## config.mk

```make
export PLATFORM = sky130hd
export DESIGN_NAME = fm_guard_pack_writer_flat
export DESIGN_NICKNAME = d
export VERILOG_FILES = /design/src/rtl/fm_guard_pack_writer_if.sv /design/src/rtl/fm_guard_pack_writer.sv /design/src/flat_wrapper.sv
export SDC_FILE = /design/constraint.sdc
export NUM_CORES = 1
export LEC_CHECK = 0
export ABC_AREA = 1
export ABC_CLOCK_PERIOD_IN_PS = 3580
export CAP_MARGIN = 15
export CORE_ASPECT_RATIO = 0.9
export CORE_UTILIZATION = 28
export DETAILED_ROUTE_END_ITERATION = 8
export PLACE_DENSITY_LB_ADDON = 0.2
export SETUP_SLACK_MARGIN = 0.2
export SLEW_MARGIN = 5
export SYNTH_ARGS = -nofsm -noshare
export SYNTH_HDL_FRONTEND = slang
export SYNTH_SLANG_ARGS = --single-unit
```

## constraint.sdc

```tcl
create_clock -name clk -period 3.58 [get_ports clk]
set_input_delay 0.358 -clock clk [delete_from_list [all_inputs] [get_ports clk]]
set_output_delay 0.358 -clock clk [all_outputs]
set_load 0.03 [all_outputs]
```

## src/rtl/fm_guard_pack_writer_if.sv

```systemverilog
// Stream, control and word-write signals of the FM/guard pack writer.
// The writer connects through the slave modport; the feeding stage and the buffers use master.
interface fm_guard_pack_writer_if #(
  parameter int FM_WORD_BYTES   = 8,
  parameter int GUARDS_PER_WORD = 4,
  parameter int FM_AW           = 10,
  parameter int GD_AW           = 8
);
  logic                           ctrl_valid;
  logic                           ctrl_ready;
  logic [FM_AW-1:0]               fm_base_i;
  logic [GD_AW-1:0]               gd_base_i;
  logic                           flush_i;
  logic                           done_o;
  logic [7:0]                     data_i;
  logic                           data_i_valid;
  logic                           fm_buf_ready;
  logic [5:0]                     guard_i;
  logic                           guard_i_valid;
  logic                           guard_buf_ready;
  logic                           fm_wr_en;
  logic                           fm_wr_gnt;
  logic [FM_AW-1:0]               fm_wr_addr;
  logic [8*FM_WORD_BYTES-1:0]     fm_wr_data;
  logic [FM_WORD_BYTES-1:0]       fm_wr_mask;
  logic                           gd_wr_en;
  logic                           gd_wr_gnt;
  logic [GD_AW-1:0]               gd_wr_addr;
  logic [6*GUARDS_PER_WORD-1:0]   gd_wr_data;
  logic [GUARDS_PER_WORD-1:0]     gd_wr_mask;
  logic [FM_AW:0]                 fm_word_cnt_o;
  logic [GD_AW:0]                 gd_word_cnt_o;

  modport master (
    output ctrl_valid, fm_base_i, gd_base_i, flush_i, data_i, data_i_valid,
           guard_i, guard_i_valid, fm_wr_gnt, gd_wr_gnt,
    input  ctrl_ready, done_o, fm_buf_ready, guard_buf_ready,
           fm_wr_en, fm_wr_addr, fm_wr_data, fm_wr_mask,
           gd_wr_en, gd_wr_addr, gd_wr_data, gd_wr_mask,
           fm_word_cnt_o, gd_word_cnt_o
  );

  modport slave (
    input  ctrl_valid, fm_base_i, gd_base_i, flush_i, data_i, data_i_valid,
           guard_i, guard_i_valid, fm_wr_gnt, gd_wr_gnt,
    output ctrl_ready, done_o, fm_buf_ready, guard_buf_ready,
           fm_wr_en, fm_wr_addr, fm_wr_data, fm_wr_mask,
           gd_wr_en, gd_wr_addr, gd_wr_data, gd_wr_mask,
           fm_word_cnt_o, gd_word_cnt_o
  );
endinterface

```

## src/rtl/fm_guard_pack_writer.sv

```systemverilog
// Packs the FM byte stream and the guard stream into SRAM words and writes them with
// request/grant handshakes; on flush the partial words are written with lane masks.

// One packing side: entry lanes, one pending word register, and a word counter.
module fm_guard_pack_lane #(
  parameter int EW = 8,
  parameter int N  = 8,
  parameter int AW = 10
) (
  input  logic            clk,
  input  logic            rst_n,
  input  logic            start,
  input  logic            run,
  input  logic            flushing,
  input  logic [AW-1:0]   base_i,
  input  logic [EW-1:0]   in_data,
  input  logic            in_valid,
  output logic            in_ready,
  output logic            wr_en,
  input  logic            wr_gnt,
  output logic [AW-1:0]   wr_addr,
  output logic [EW*N-1:0] wr_data,
  output logic [N-1:0]    wr_mask,
  output logic [AW:0]     word_cnt,
  output logic            drained
);
  localparam int LW = $clog2(N);

  logic [EW*N-1:0] lanes_q, merged;
  logic [LW-1:0]   lane_q;
  logic [AW-1:0]   base_q;
  logic            pend_q;
  logic [N-1:0]    part_mask;
  logic            acc, last, flush_load;

  assign in_ready   = run && (!pend_q || wr_gnt);
  assign acc        = in_valid && in_ready;
  assign last       = (lane_q == LW'(N-1));
  assign flush_load = flushing && !pend_q && (lane_q != '0);
  assign wr_en      = pend_q;
  assign wr_addr    = base_q + word_cnt[AW-1:0];
  assign drained    = !pend_q && (lane_q == '0);

  // NOTE: every always_comb output gets a default first so no latch is inferred.
  always_comb begin
    merged    = lanes_q;
    merged[lane_q*EW +: EW] = in_data;
    part_mask = '0;
    for (int i = 0; i < N; i++) part_mask[i] = (LW'(i) < lane_q);
  end

  // Lanes are cleared whenever a word leaves them, so a partial word carries zeros above its fill.
  // NOTE: state registers use non-blocking assignments; later statements deliberately override earlier ones.
  always_ff @(posedge clk or negedge rst_n) begin
    if (!rst_n) begin
      lanes_q  <= '0;
      lane_q   <= '0;
      base_q   <= '0;
      pend_q   <= 1'b0;
      wr_data  <= '0;
      wr_mask  <= '0;
      word_cnt <= '0;
    end else if (start) begin
      lanes_q  <= '0;
      lane_q   <= '0;
      base_q   <= base_i;
      pend_q   <= 1'b0;
      word_cnt <= '0;
    end else begin
      if (pend_q && wr_gnt) begin
        pend_q   <= 1'b0;
        word_cnt <= word_cnt + 1'b1;
      end
      if (acc) begin
        lanes_q <= merged;
        lane_q  <= last ? '0 : lane_q + 1'b1;
        if (last) begin
          pend_q  <= 1'b1;
          wr_data <= merged;
          wr_mask <= '1;
          lanes_q <= '0;
        end
      end else if (flush_load) begin
        pend_q  <= 1'b1;
        wr_data <= lanes_q;
        wr_mask <= part_mask;
        lanes_q <= '0;
        lane_q  <= '0;
      end
    end
  end
endmodule

module fm_guard_pack_writer #(
  parameter int FM_WORD_BYTES   = 8,
  parameter int GUARDS_PER_WORD = 4,
  parameter int FM_AW           = 10,
  parameter int GD_AW           = 8
) (
  input logic                  clk,
  input logic                  rst_n,
  fm_guard_pack_writer_if.slave bus
);
  typedef enum logic [1:0] {IDLE, RUN, FLUSH, DONE} state_t;

  state_t state_q, state_d;
  logic   start, fm_drained, gd_drained;

  assign start          = (state_q == IDLE) && bus.ctrl_valid;
  assign bus.ctrl_ready = (state_q == IDLE);
  assign bus.done_o     = (state_q == DONE);

  always_ff @(posedge clk or negedge rst_n) begin
    if (!rst_n) state_q <= IDLE;
    else        state_q <= state_d;
  end

  always_comb begin
    state_d = state_q;
    case (state_q)
      IDLE:    if (bus.ctrl_valid) state_d = RUN;
      RUN:     if (bus.flush_i) state_d = FLUSH;
      FLUSH:   if (fm_drained && gd_drained) state_d = DONE;
      default: state_d = IDLE;
    endcase
  end

  fm_guard_pack_lane #(.EW(8), .N(FM_WORD_BYTES), .AW(FM_AW)) u_fm (
    .clk      (clk),
    .rst_n    (rst_n),
    .start    (start),
    .run      (state_q == RUN),
    .flushing (state_q == FLUSH),
    .base_i   (bus.fm_base_i),
    .in_data  (bus.data_i),
    .in_valid (bus.data_i_valid),
    .in_ready (bus.fm_buf_ready),
    .wr_en    (bus.fm_wr_en),
    .wr_gnt   (bus.fm_wr_gnt),
    .wr_addr  (bus.fm_wr_addr),
    .wr_data  (bus.fm_wr_data),
    .wr_mask  (bus.fm_wr_mask),
    .word_cnt (bus.fm_word_cnt_o),
    .drained  (fm_drained)
  );

  fm_guard_pack_lane #(.EW(6), .N(GUARDS_PER_WORD), .AW(GD_AW)) u_gd (
    .clk      (clk),
    .rst_n    (rst_n),
    .start    (start),
    .run      (state_q == RUN),
    .flushing (state_q == FLUSH),
    .base_i   (bus.gd_base_i),
    .in_data  (bus.guard_i),
    .in_valid (bus.guard_i_valid),
    .in_ready (bus.guard_buf_ready),
    .wr_en    (bus.gd_wr_en),
    .wr_gnt   (bus.gd_wr_gnt),
    .wr_addr  (bus.gd_wr_addr),
    .wr_data  (bus.gd_wr_data),
    .wr_mask  (bus.gd_wr_mask),
    .word_cnt (bus.gd_word_cnt_o),
    .drained  (gd_drained)
  );
endmodule

```

## src/flat_wrapper.sv

```systemverilog
// flat-port wrapper written by rule: the top's interface ports become plain ports
module fm_guard_pack_writer_flat 
#(
  parameter int FM_WORD_BYTES   = 8,
  parameter int GUARDS_PER_WORD = 4,
  parameter int FM_AW           = 10,
  parameter int GD_AW           = 8
)
  (clk, rst_n, bus_ctrl_valid, bus_fm_base_i, bus_gd_base_i, bus_flush_i, bus_data_i, bus_data_i_valid, bus_guard_i, bus_guard_i_valid, bus_fm_wr_gnt, bus_gd_wr_gnt, bus_ctrl_ready, bus_done_o, bus_fm_buf_ready, bus_guard_buf_ready, bus_fm_wr_en, bus_fm_wr_addr, bus_fm_wr_data, bus_fm_wr_mask, bus_gd_wr_en, bus_gd_wr_addr, bus_gd_wr_data, bus_gd_wr_mask, bus_fm_word_cnt_o, bus_gd_word_cnt_o);
  fm_guard_pack_writer_if #(.FM_WORD_BYTES(FM_WORD_BYTES), .GUARDS_PER_WORD(GUARDS_PER_WORD), .FM_AW(FM_AW), .GD_AW(GD_AW)) bus_i ();
  input logic clk;
  input logic rst_n;
  input wire logic [$bits(bus_i.ctrl_valid)-1:0] bus_ctrl_valid;
  input wire logic [$bits(bus_i.fm_base_i)-1:0] bus_fm_base_i;
  input wire logic [$bits(bus_i.gd_base_i)-1:0] bus_gd_base_i;
  input wire logic [$bits(bus_i.flush_i)-1:0] bus_flush_i;
  input wire logic [$bits(bus_i.data_i)-1:0] bus_data_i;
  input wire logic [$bits(bus_i.data_i_valid)-1:0] bus_data_i_valid;
  input wire logic [$bits(bus_i.guard_i)-1:0] bus_guard_i;
  input wire logic [$bits(bus_i.guard_i_valid)-1:0] bus_guard_i_valid;
  input wire logic [$bits(bus_i.fm_wr_gnt)-1:0] bus_fm_wr_gnt;
  input wire logic [$bits(bus_i.gd_wr_gnt)-1:0] bus_gd_wr_gnt;
  output wire logic [$bits(bus_i.ctrl_ready)-1:0] bus_ctrl_ready;
  output wire logic [$bits(bus_i.done_o)-1:0] bus_done_o;
  output wire logic [$bits(bus_i.fm_buf_ready)-1:0] bus_fm_buf_ready;
  output wire logic [$bits(bus_i.guard_buf_ready)-1:0] bus_guard_buf_ready;
  output wire logic [$bits(bus_i.fm_wr_en)-1:0] bus_fm_wr_en;
  output wire logic [$bits(bus_i.fm_wr_addr)-1:0] bus_fm_wr_addr;
  output wire logic [$bits(bus_i.fm_wr_data)-1:0] bus_fm_wr_data;
  output wire logic [$bits(bus_i.fm_wr_mask)-1:0] bus_fm_wr_mask;
  output wire logic [$bits(bus_i.gd_wr_en)-1:0] bus_gd_wr_en;
  output wire logic [$bits(bus_i.gd_wr_addr)-1:0] bus_gd_wr_addr;
  output wire logic [$bits(bus_i.gd_wr_data)-1:0] bus_gd_wr_data;
  output wire logic [$bits(bus_i.gd_wr_mask)-1:0] bus_gd_wr_mask;
  output wire logic [$bits(bus_i.fm_word_cnt_o)-1:0] bus_fm_word_cnt_o;
  output wire logic [$bits(bus_i.gd_word_cnt_o)-1:0] bus_gd_word_cnt_o;
  assign bus_i.ctrl_valid = bus_ctrl_valid;
  assign bus_i.fm_base_i = bus_fm_base_i;
  assign bus_i.gd_base_i = bus_gd_base_i;
  assign bus_i.flush_i = bus_flush_i;
  assign bus_i.data_i = bus_data_i;
  assign bus_i.data_i_valid = bus_data_i_valid;
  assign bus_i.guard_i = bus_guard_i;
  assign bus_i.guard_i_valid = bus_guard_i_valid;
  assign bus_i.fm_wr_gnt = bus_fm_wr_gnt;
  assign bus_i.gd_wr_gnt = bus_gd_wr_gnt;
  assign bus_ctrl_ready = bus_i.ctrl_ready;
  assign bus_done_o = bus_i.done_o;
  assign bus_fm_buf_ready = bus_i.fm_buf_ready;
  assign bus_guard_buf_ready = bus_i.guard_buf_ready;
  assign bus_fm_wr_en = bus_i.fm_wr_en;
  assign bus_fm_wr_addr = bus_i.fm_wr_addr;
  assign bus_fm_wr_data = bus_i.fm_wr_data;
  assign bus_fm_wr_mask = bus_i.fm_wr_mask;
  assign bus_gd_wr_en = bus_i.gd_wr_en;
  assign bus_gd_wr_addr = bus_i.gd_wr_addr;
  assign bus_gd_wr_data = bus_i.gd_wr_data;
  assign bus_gd_wr_mask = bus_i.gd_wr_mask;
  assign bus_fm_word_cnt_o = bus_i.fm_word_cnt_o;
  assign bus_gd_word_cnt_o = bus_i.gd_word_cnt_o;
  fm_guard_pack_writer #(.FM_WORD_BYTES(FM_WORD_BYTES), .GUARDS_PER_WORD(GUARDS_PER_WORD), .FM_AW(FM_AW), .GD_AW(GD_AW)) u_core (.clk(clk), .rst_n(rst_n), .bus(bus_i));
endmodule
```

Yosys cells after proc, flatten, opt, wreduce, memory -nomap -nowiden
Index checks and enable logic that the tools add are counted.
{"block": "totals", "ff_bits": 235, "in_bits": 40}
{"block": "classes", "n_reduce_logical": 32, "bitwise": 1, "eq_ne": 10, "n_lt_le_gt_ge": 12, "add_sub_neg": 8, "n_mul": 1, "n_mux": 48, "shifts": 4}
{"operator": "$mux 64", "n": 7}
{"operator": "$mux 24", "n": 7}
{"operator": "$bwmux 64", "n": 1}
{"operator": "$shift 8x34->64 const A", "n": 1}
{"operator": "$shiftx 8x34->64", "n": 1}
{"operator": "$neg 5->34", "n": 1}
{"operator": "$neg 6->34", "n": 1}
{"operator": "$shift 6x34->24 const A", "n": 1}
{"operator": "$shiftx 6x34->24", "n": 1}
{"operator": "$bwmux 24", "n": 1}
{"operator": "$mux 8", "n": 3}
{"operator": "$mux 11", "n": 2}
{"operator": "$mux 9", "n": 2}
{"operator": "$logic_and 1x1->1", "n": 14}
{"operator": "$mux 2", "n": 7}
{"operator": "$lt 3x3->1 const A", "n": 4}
{"operator": "$mux 3", "n": 4}
{"operator": "$mux 4", "n": 3}
{"operator": "$add 11x1->11 const B", "n": 1}
{"operator": "$add 10x10->10", "n": 1}
{"operator": "$mux 1", "n": 10}
{"operator": "$reduce_bool 2->1", "n": 5}
{"operator": "$add 9x1->9 const B", "n": 1}
{"operator": "$reduce_and 3->1", "n": 3}
{"operator": "20 further kinds", "n": 34}

Depth between registers and ports, before layout
Gate-level depths: netlist (run 1).
{"block": "logic_depth", "word_depth": 7, "ltp_mapped": 14}

Hierarchy
A second synthesis (run 1) with hierarchy kept.
{"block": "unflattened", "cells_unflattened": 1717, "hier_area_um2": 12906.1}
{"mod": "fm_guard_pack_lane (u_core.u_fm)", "seq_area_each_um2": 4028.9, "cells_each": 1129, "area_per_inst_um2": 8528.2, "n_inst": 1}
{"mod": "fm_guard_pack_lane (u_core.u_gd)", "seq_area_each_um2": 1801.7, "cells_each": 560, "area_per_inst_um2": 4156.5, "n_inst": 1}
{"mod": "fm_guard_pack_writer", "seq_area_each_um2": 50.0, "cells_each": 28, "area_per_inst_um2": 221.5, "n_inst": 1}

Worst setup path before layout (run 1)
No wires, ideal clock.
{"block": "synth_timing", "kind": "register -> output", "from": "reg u_core.u_fm.word_cnt[0]", "to": "out bus_fm_wr_addr[6]", "path_stages_with_launch": 9, "n_path_buf": 0, "t_arrival_ps": 2114, "setup_slack_ps": 1108, "path_cell_list": "dfrtp_1 > ha_1 > fa_1 > nand3_1 > nand2_1 > nand2_1 > nand2_1 > a21oi_1 > xor2_1"}
{"block": "synth_via", "elab_chain_cells": 1}
{"element": "start, declared", "line_no": "fm_guard_pack_writer.sv:24", "rtl": "output logic [AW:0] word_cnt,"}
{"element": "start signal, assigned", "line_no": "fm_guard_pack_writer.sv:72", "rtl": "word_cnt <= word_cnt + 1'b1;"}
{"element": "$add 10x10->10", "line_no": "fm_guard_pack_writer.sv:41", "rtl": "assign wr_addr = base_q + word_cnt[AW-1:0];"}
{"element": "end, declared", "line_no": "flat_wrapper.sv:28", "rtl": "output wire logic [$bits(bus_i.fm_wr_addr)-1:0] bus_fm_wr_addr;"}
Every way passes these cells.

Worst setup path in the final report (run 1)
{"block": "layout_timing", "from": "reg u_core.u_fm.word_cnt[2]", "to": "out bus_fm_wr_addr[7]"}
The elaborated chain is that of the path after synthesis.

==> flow_summary.yaml, run 1 <==
worst_setup_path:
  critPathSlowestCell: "clkdlybuf4s50_1"
  end_kind: "primary output"
  cp_data_required_time_ps: 3220
  crit_path_start_kind: "register"
  crit_path_frequent_cell: "a21oi_1"
  cp_max_fo: 5
  crit_type: "reg -> out"
  ff2ff_setup_slack_ps: 610
  critPathBufInv: 1
  ff2ff_path_depth: 11
  r2r_end: "u_core.u_fm.wr_data[12]"
  rr_startpoint: "u_core.u_fm.lane_q[0]"
  path_cells: "ha_1 -> a21oi_1 -> nand2_1 -> a21oi_1 -> o21bai_1 -> xor2_1 -> clkdlybuf4s50_1"
  slowest_delay_ps: 690
  cp_top_family: "buffers and inverters"
  cp.arrival_ps: 2850
die:
  dieArea_um2: 44800
  die_w_um: 223
  rows: 72
  start_util_pct: 28.5
  io-pin-count: 184
  die_h_um: 201
  core_um2: 43200
yosys:
  yosysTopAreaCell: "dfrtp_1"
  muxShareOfSynthArea_pct: 0
  synth_top_family_by_area: "simple AND/OR/NAND/NOR gates"
  synth_nets: 1666
  synth_compound_area_share_pct: 14.4
  synth_top_cell_area_share_pct: 47.8
  synth_cell_types: 42
  synth_seq_cells: 235
  synthSimpleGateAreaFrac_pct: 24.9
  syn_area_um2: 12300
  synth_warnings: 0
  synth_area_per_cell_um2: 7.74
  synth.yosys.seq_area_share_pct: 47.8
  synth_area_leaders: "dfrtp_1, nand2_1, o21ai_0, inv_1, nand3_1"
  synthAdderAreaFrac_pct: 3.78
  synth_xor_area_share_pct: 1.07
  syn_inst: 1590
pwr:
  switchingPower_w: 0.00612
  p_comb_share_pct: 49.3
  ir_drop_uv: 457
  internal_power_w: 0.00726
  seq_power_share_pct: 28.7
  power.share.clock_pct: 22.0
  swShare_pct: 45.7
  leakage_nw: 7.90
  powerDensity_nw_per_um2: 856
cts:
  clkTransAtPathRegs_ps: 60
  cts_sinks: 235
  htreeDepth: 1
  clk_latency_ps: 580
  cts_tree: "done"
  root_buffer: "clkbuf_16"
  cts_buffer_depth: 3
  cts_inserted_buffers: 28
sta:
  post-route-period-util_pct: 89.5
  hold_slack_ps: 343
  maxSlewViolCount: 0
  fin_setup_tns_ps: 0
  finalHoldViolCount: 0
  fin_crit_ps: 3210
  max_slew.worst_pin.slew_ps: 976
  clock-skew-final_ps: 47.5
  rsz0062_at_grt: "false"
  setup_viol: 0
  max_freq_mhz: 312
  slew_headroom_pct: 34.9
final_layout:
  nets: 1825
  area.growth.synth_to_final_pct: 27.0
  layout-drive-gt1-share_pct: 4.81
  instances_no_fill: 2323
  num_antenna_cells: 0
  stdcell_area_um2: 15600
  final_common_cell: "nand2_1"
  mostFrequentLayoutCells: "nand2_1, dfrtp_1, clkdlybuf4s50_1, inv_1, o21ai_0"
place:
  finalWeightedCongestion: 0.880
  port_buffers: 183
  place_area_um2: 14700
  dpl.cell_count: 2273
  place.detailed.hpwl_um: 25700
global_routing:
  grt_usage_pct: 16.8
  antenna_found_initial: 0
  grt_pass1_vias: 10686
  grt.overflow.total: 0
  grt_pass1_wl_um: 60400
  grt_max_degree: 92
route:
  drc_errors: 0
  ant_nets: 0
  viasPerCell: 4.79
  vias: 11121
  drt_first_pass_iters: 5
  drt_iter0_drc: 885
  wl_um: 37500
  wl_per_cell_um: 16.2
worst_hold_path:
  hold_start: "bus_gd_base_i[4]"
  min_path_cells: 3
  worst_hold_path_type: "in -> reg"
  hold_path_end: "u_core.u_gd.base_q[4]"
job:
  maxCapViolCount: 0
outcome:
  status: "finished clean"
## power by group through the flow
stage	clock (W)	combinational (W)	sequential, W
final	0.00294	0.00660	0.00384
after global placement	0	0.00659	0.00388
after CTS	0.00304	0.00665	0.00385
after detailed placement	0	0.00663	0.00388
after global routing	0.00314	0.00722	0.00393
after floorplan	0	0.00335	0.00462
## kinds of logic after synthesis
group / Yosys count
simple gates: 759
compound gates: 302
buf+inv: 243
flops: 235
fa+ha+maj: 36
xor+xnor: 15
## worst max path at each step
stage                                       start                       to  slack [ps]  cells past startpoint
final                     u_core.u_fm.word_cnt[2]        bus_fm_wr_addr[7]         370                      7
after detailed placement    u_core.u_fm.lane_q[0]  u_core.u_fm.wr_data[12]         620                     11
after CTS                 u_core.u_fm.word_cnt[0]        bus_fm_wr_addr[6]         210                      9
after global routing      u_core.u_fm.word_cnt[2]        bus_fm_wr_addr[7]         260                      7
after global placement      u_core.u_fm.lane_q[0]  u_core.u_fm.wr_data[12]         670                     11
after floorplan           u_core.u_fm.word_cnt[0]        bus_fm_wr_addr[6]        1110                      8
## through the flow
stage,total power [W],utilization (%),setup slack (ps)
final,0.0134,36.2,374
after global routing,0.0143,36.2,257
after CTS,0.0135,36.2,210
after detailed placement,0.0105,34.0,616
after global placement,0.0105,34.0,668
after floorplan,0.00797,-,1110
## layout make-up
class	instances	area, um^2
tap	555	694
clock inverter	7	124
sequential	235	5880
inverter	167	627
multi-input combinational	1112	5450
fill	4455	27500
timing repair buffer	205	2040
clock buffer	42	813
## cell usage after synthesis, drive strengths merged
cell,instances
ha,34
o221ai,1
nor3b,1
o32ai,1
nor4,1
fa,2
nand4,7
nor2,32
dfrtp,235
o211ai,61
o31ai,2
nand2,604
inv,165
o21ai,144
a31oi,3
o21bai,4
nand3,94
xnor2,3
a21oi,34
a21o,5
nand3b,1
buf,41
xor2,12
or2,5
nor3,13
clkbuf,35
and3,1
o22ai,47
clkinv,2
## worst register-to-register path, stage by stage, from the launching register on
cell and delay, ps:
dfrtp_1 640, inv_1 160, ha_1 250, ha_1 300
inv_1 100, nand2_1 70, inv_2 80, nand3_1 470
o21ai_0 460, nand2_1 90, o211ai_1 140, nand2_1 90
## registers in the layout, summed over array words and instances, names as in the netlist, 3 cells and up
register              flops
u_core.u_gd.base_q        8
u_core.u_gd.wr_data      24
u_core.u_fm.word_cnt     11
u_core.u_fm.wr_mask       8
u_core.u_gd.wr_mask       4
u_core.u_gd.word_cnt      9
u_core.u_fm.wr_data      64
u_core.u_fm.lane_q        3
u_core.u_fm.lanes_q      64
u_core.u_fm.base_q       10
u_core.u_gd.lanes_q      24
## per-layer routing
layer	GRT usage, %	up-vias	share of wire (%)	routed length (um)
li1	-	5513	-	-
met1	24.4	5311	49	18400
met2	25.6	249	44	16500
met3	2.66	48	4.6	1710
met4	4.36	0	2.3	862
met5	0	-	0	0
## repair_timing
item / CTS / global route
resized for setup: 1 / 3
setup endpoints to repair: 1 / 3
buffers inserted: 0 / 0
hold buffers: 1 / 0
endpoints found under the hold margin: 88 / 0
cloned: 0 / 0
Note: power is estimated with default switching activity, not from simulation.
==> run 2, diff against run 1 <==
--- a/config.mk
+++ b/config.mk
@@ -11,6 +11,7 @@
 export CORE_ASPECT_RATIO = 0.9
 export CORE_UTILIZATION = 28
 export DETAILED_ROUTE_END_ITERATION = 8
+export GPL_TIMING_DRIVEN = 1
 export PLACE_DENSITY_LB_ADDON = 0.2
 export SETUP_SLACK_MARGIN = 0.2
 export SLEW_MARGIN = 5
==> results of run 2 <==
Same layout as run 1: the final DEF is identical, and so are final timing and power.
==> run 3, diff against run 2 <==
--- a/config.mk
+++ b/config.mk
@@ -6,7 +6,7 @@
 export NUM_CORES = 1
 export LEC_CHECK = 0
 export ABC_AREA = 1
-export ABC_CLOCK_PERIOD_IN_PS = 3580
+export ABC_CLOCK_PERIOD_IN_PS = 3650
 export CAP_MARGIN = 15
 export CORE_ASPECT_RATIO = 0.9
 export CORE_UTILIZATION = 28
==> constraint.sdc (replaced) <==
create_clock -name clk -period 3.65 [get_ports clk]
set_input_delay 0.365 -clock clk [delete_from_list [all_inputs] [get_ports clk]]
set_output_delay 0.365 -clock clk [all_outputs]
set_load 0.03 [all_outputs]
==> flow_summary.yaml, run 3 (synthesis results as in run 1) <==
route:
  viasPerCell: 4.81
  ant_nets: 0
  drc_errors: 0
  drt_first_pass_iters: 6
  wl_per_cell_um: 16.3
  wl_um: 37700
  vias: 11131
  drt_iter0_drc: 906
worst_setup_path:
  cp.arrival_ps: 2890
  ff2ff_path_depth: 11
  critPathSlowestCell: "clkdlybuf4s50_1"
  critPathBufInv: 1
  cp_max_fo: 6
  crit_path_start_kind: "register"
  cp_data_required_time_ps: 3280
  rr_startpoint: "u_core.u_fm.lane_q[0]"
  cp_top_family: "adder cells"
  ff2ff_setup_slack_ps: 750
  crit_type: "reg -> out"
  end_kind: "primary output"
  r2r_end: "u_core.u_fm.wr_data[10]"
  slowest_delay_ps: 690
  path_cells: "ha_1 -> fa_1 -> nand3_1 -> nand2_1 -> nand4_1 -> nand3_1 -> xor2_1 -> clkdlybuf4s50_1"
  crit_path_frequent_cell: "nand3_1"
final_layout:
  area.growth.synth_to_final_pct: 26.3
  num_antenna_cells: 0
  mostFrequentLayoutCells: "nand2_1, dfrtp_1, clkdlybuf4s50_1, inv_1, o21ai_0"
  instances_no_fill: 2314
  nets: 1824
  top_regs: "u_core.u_fm.lanes_q: 64 flops, u_core.u_fm.wr_data: 64 flops"
  stdcell_area_um2: 15500
  layout-drive-gt1-share_pct: 4.49
  final_common_cell: "nand2_1"
place:
  finalWeightedCongestion: 0.892
  place.detailed.hpwl_um: 25300
  port_buffers: 183
  dpl.cell_count: 2271
  place_area_um2: 14700
global_routing:
  grt_usage_pct: 16.8
  grt_pass1_wl_um: 60800
  antenna_found_initial: 0
  grt_pass1_vias: 10743
  grt_max_degree: 91
  grt.overflow.total: 0
die:
  io-pin-count: 184
  dieArea_um2: 44800
  core_um2: 43200
  die_w_um: 223
  die_h_um: 201
  start_util_pct: 28.5
  rows: 72
pwr:
  powerDensity_nw_per_um2: 833
  ir_drop_uv: 379
  leakage_nw: 7.85
  finalPower_w: 0.0130
cts:
  cts_inserted_buffers: 29
  cts_buffer_depth: 3
  cts_sinks: 235
  cts_tree: "done"
  root_buffer: "clkbuf_16"
  clkTransAtPathRegs_ps: 60
  htreeDepth: 1
  cts_setup_buffers: 0
  clk_latency_ps: 580
worst_hold_path:
  worst_hold_path_type: "in -> reg"
  hold_start: "bus_gd_base_i[4]"
  min_path_cells: 3
  hold_path_end: "u_core.u_gd.base_q[4]"
sta:
  setup_viol: 0
  hold_slack_ps: 341
  max_slew.worst_pin.slew_ps: 867
  fin_crit_ps: 3250
  finalHoldViolCount: 0
  max_freq_mhz: 307
  slew_headroom_pct: 42.2
  fin_setup_tns_ps: 0
  maxSlewViolCount: 0
  rsz0062_at_grt: "false"
  post-route-period-util_pct: 89.1
  clock-skew-final_ps: 28.9
outcome:
  status: "finished clean"
job:
  maxCapViolCount: 0
[run 3: cell count changes in the layout (fill, tap and decap cells not counted), moves of 2 or more]
cell,previous run,this run
bufinv_16,3,1
clkbuf_1,8,5
buf_4,19,16
clkbuf_8,6,4
[run 3: area by class of cell]
type / instances / area (um^2)
clock buffers: 38 / 800
clock inverters: 4 / 62.6
fillers: 4481 / 27600
inverters: 167 / 627
multi-input cells: 1112 / 5450
flip-flops and latches: 235 / 5880
well taps: 555 / 694
repair buffers: 203 / 2030
[run 3: routing by layer]
layer,global-route usage [%],share of wire [%]
met1,24.6,49
met2,25.7,44
met3,2.65,4.4
met4,4.48,2.2
met5,0,0
[run 3: worst max path at each step]
stage,start,to,slack [ps],cells after the start
finish,u_core.u_fm.word_cnt[0],bus_fm_wr_addr[8],400,8
global route,u_core.u_fm.word_cnt[0],bus_fm_wr_addr[8],200,8
CTS,u_core.u_fm.word_cnt[0],bus_fm_wr_addr[6],250,9
detailed placement,u_core.u_fm.lane_q[0],u_core.u_fm.wr_data[11],760,11
global placement,u_core.u_fm.lane_q[0],u_core.u_fm.wr_data[10],840,11
floorplan,u_core.u_fm.word_cnt[0],bus_fm_wr_addr[6],1170,8
[run 3: power by group]
group | leakage [nW] | total [W] | internal (W) | switching [W]
logic | 4.22 | 0.00644 | 0.00210 | 0.00434
registers | 3.21 | 0.00378 | 0.00326 | 0.000521
clock network | 0.420 | 0.00274 | 0.00158 | 0.00115
total | 7.85 | 0.0130 | 0.00694 | 0.00602
[run 3: worst reg2reg max path: cells and delay by family, from the launching register on]
kind	cells	cell delay [ps]
AOI/OAI and AO/OA	2	560
adders and majority gates	2	540
buffers and inverters	3	340
DFF	1	630
and+or+nand+nor	4	720
[run 3: per-stage QoR]
step / util, % / setup slack (ps)
2_1_floorplan: - / 1170
3_3_place_gp: 34.0 / 840
3_5_place_dp: 34.0 / 759
4_1_cts: 36.0 / 247
5_1_grt: 36.0 / 204
6_report: 36.0 / 398
[run 3: what timing repair did]
action,in CTS,in global routing
gates resized for setup,1,2
endpoints found under the setup margin,1,2
hold buffers,1,0
endpoints found under the hold margin,87,0
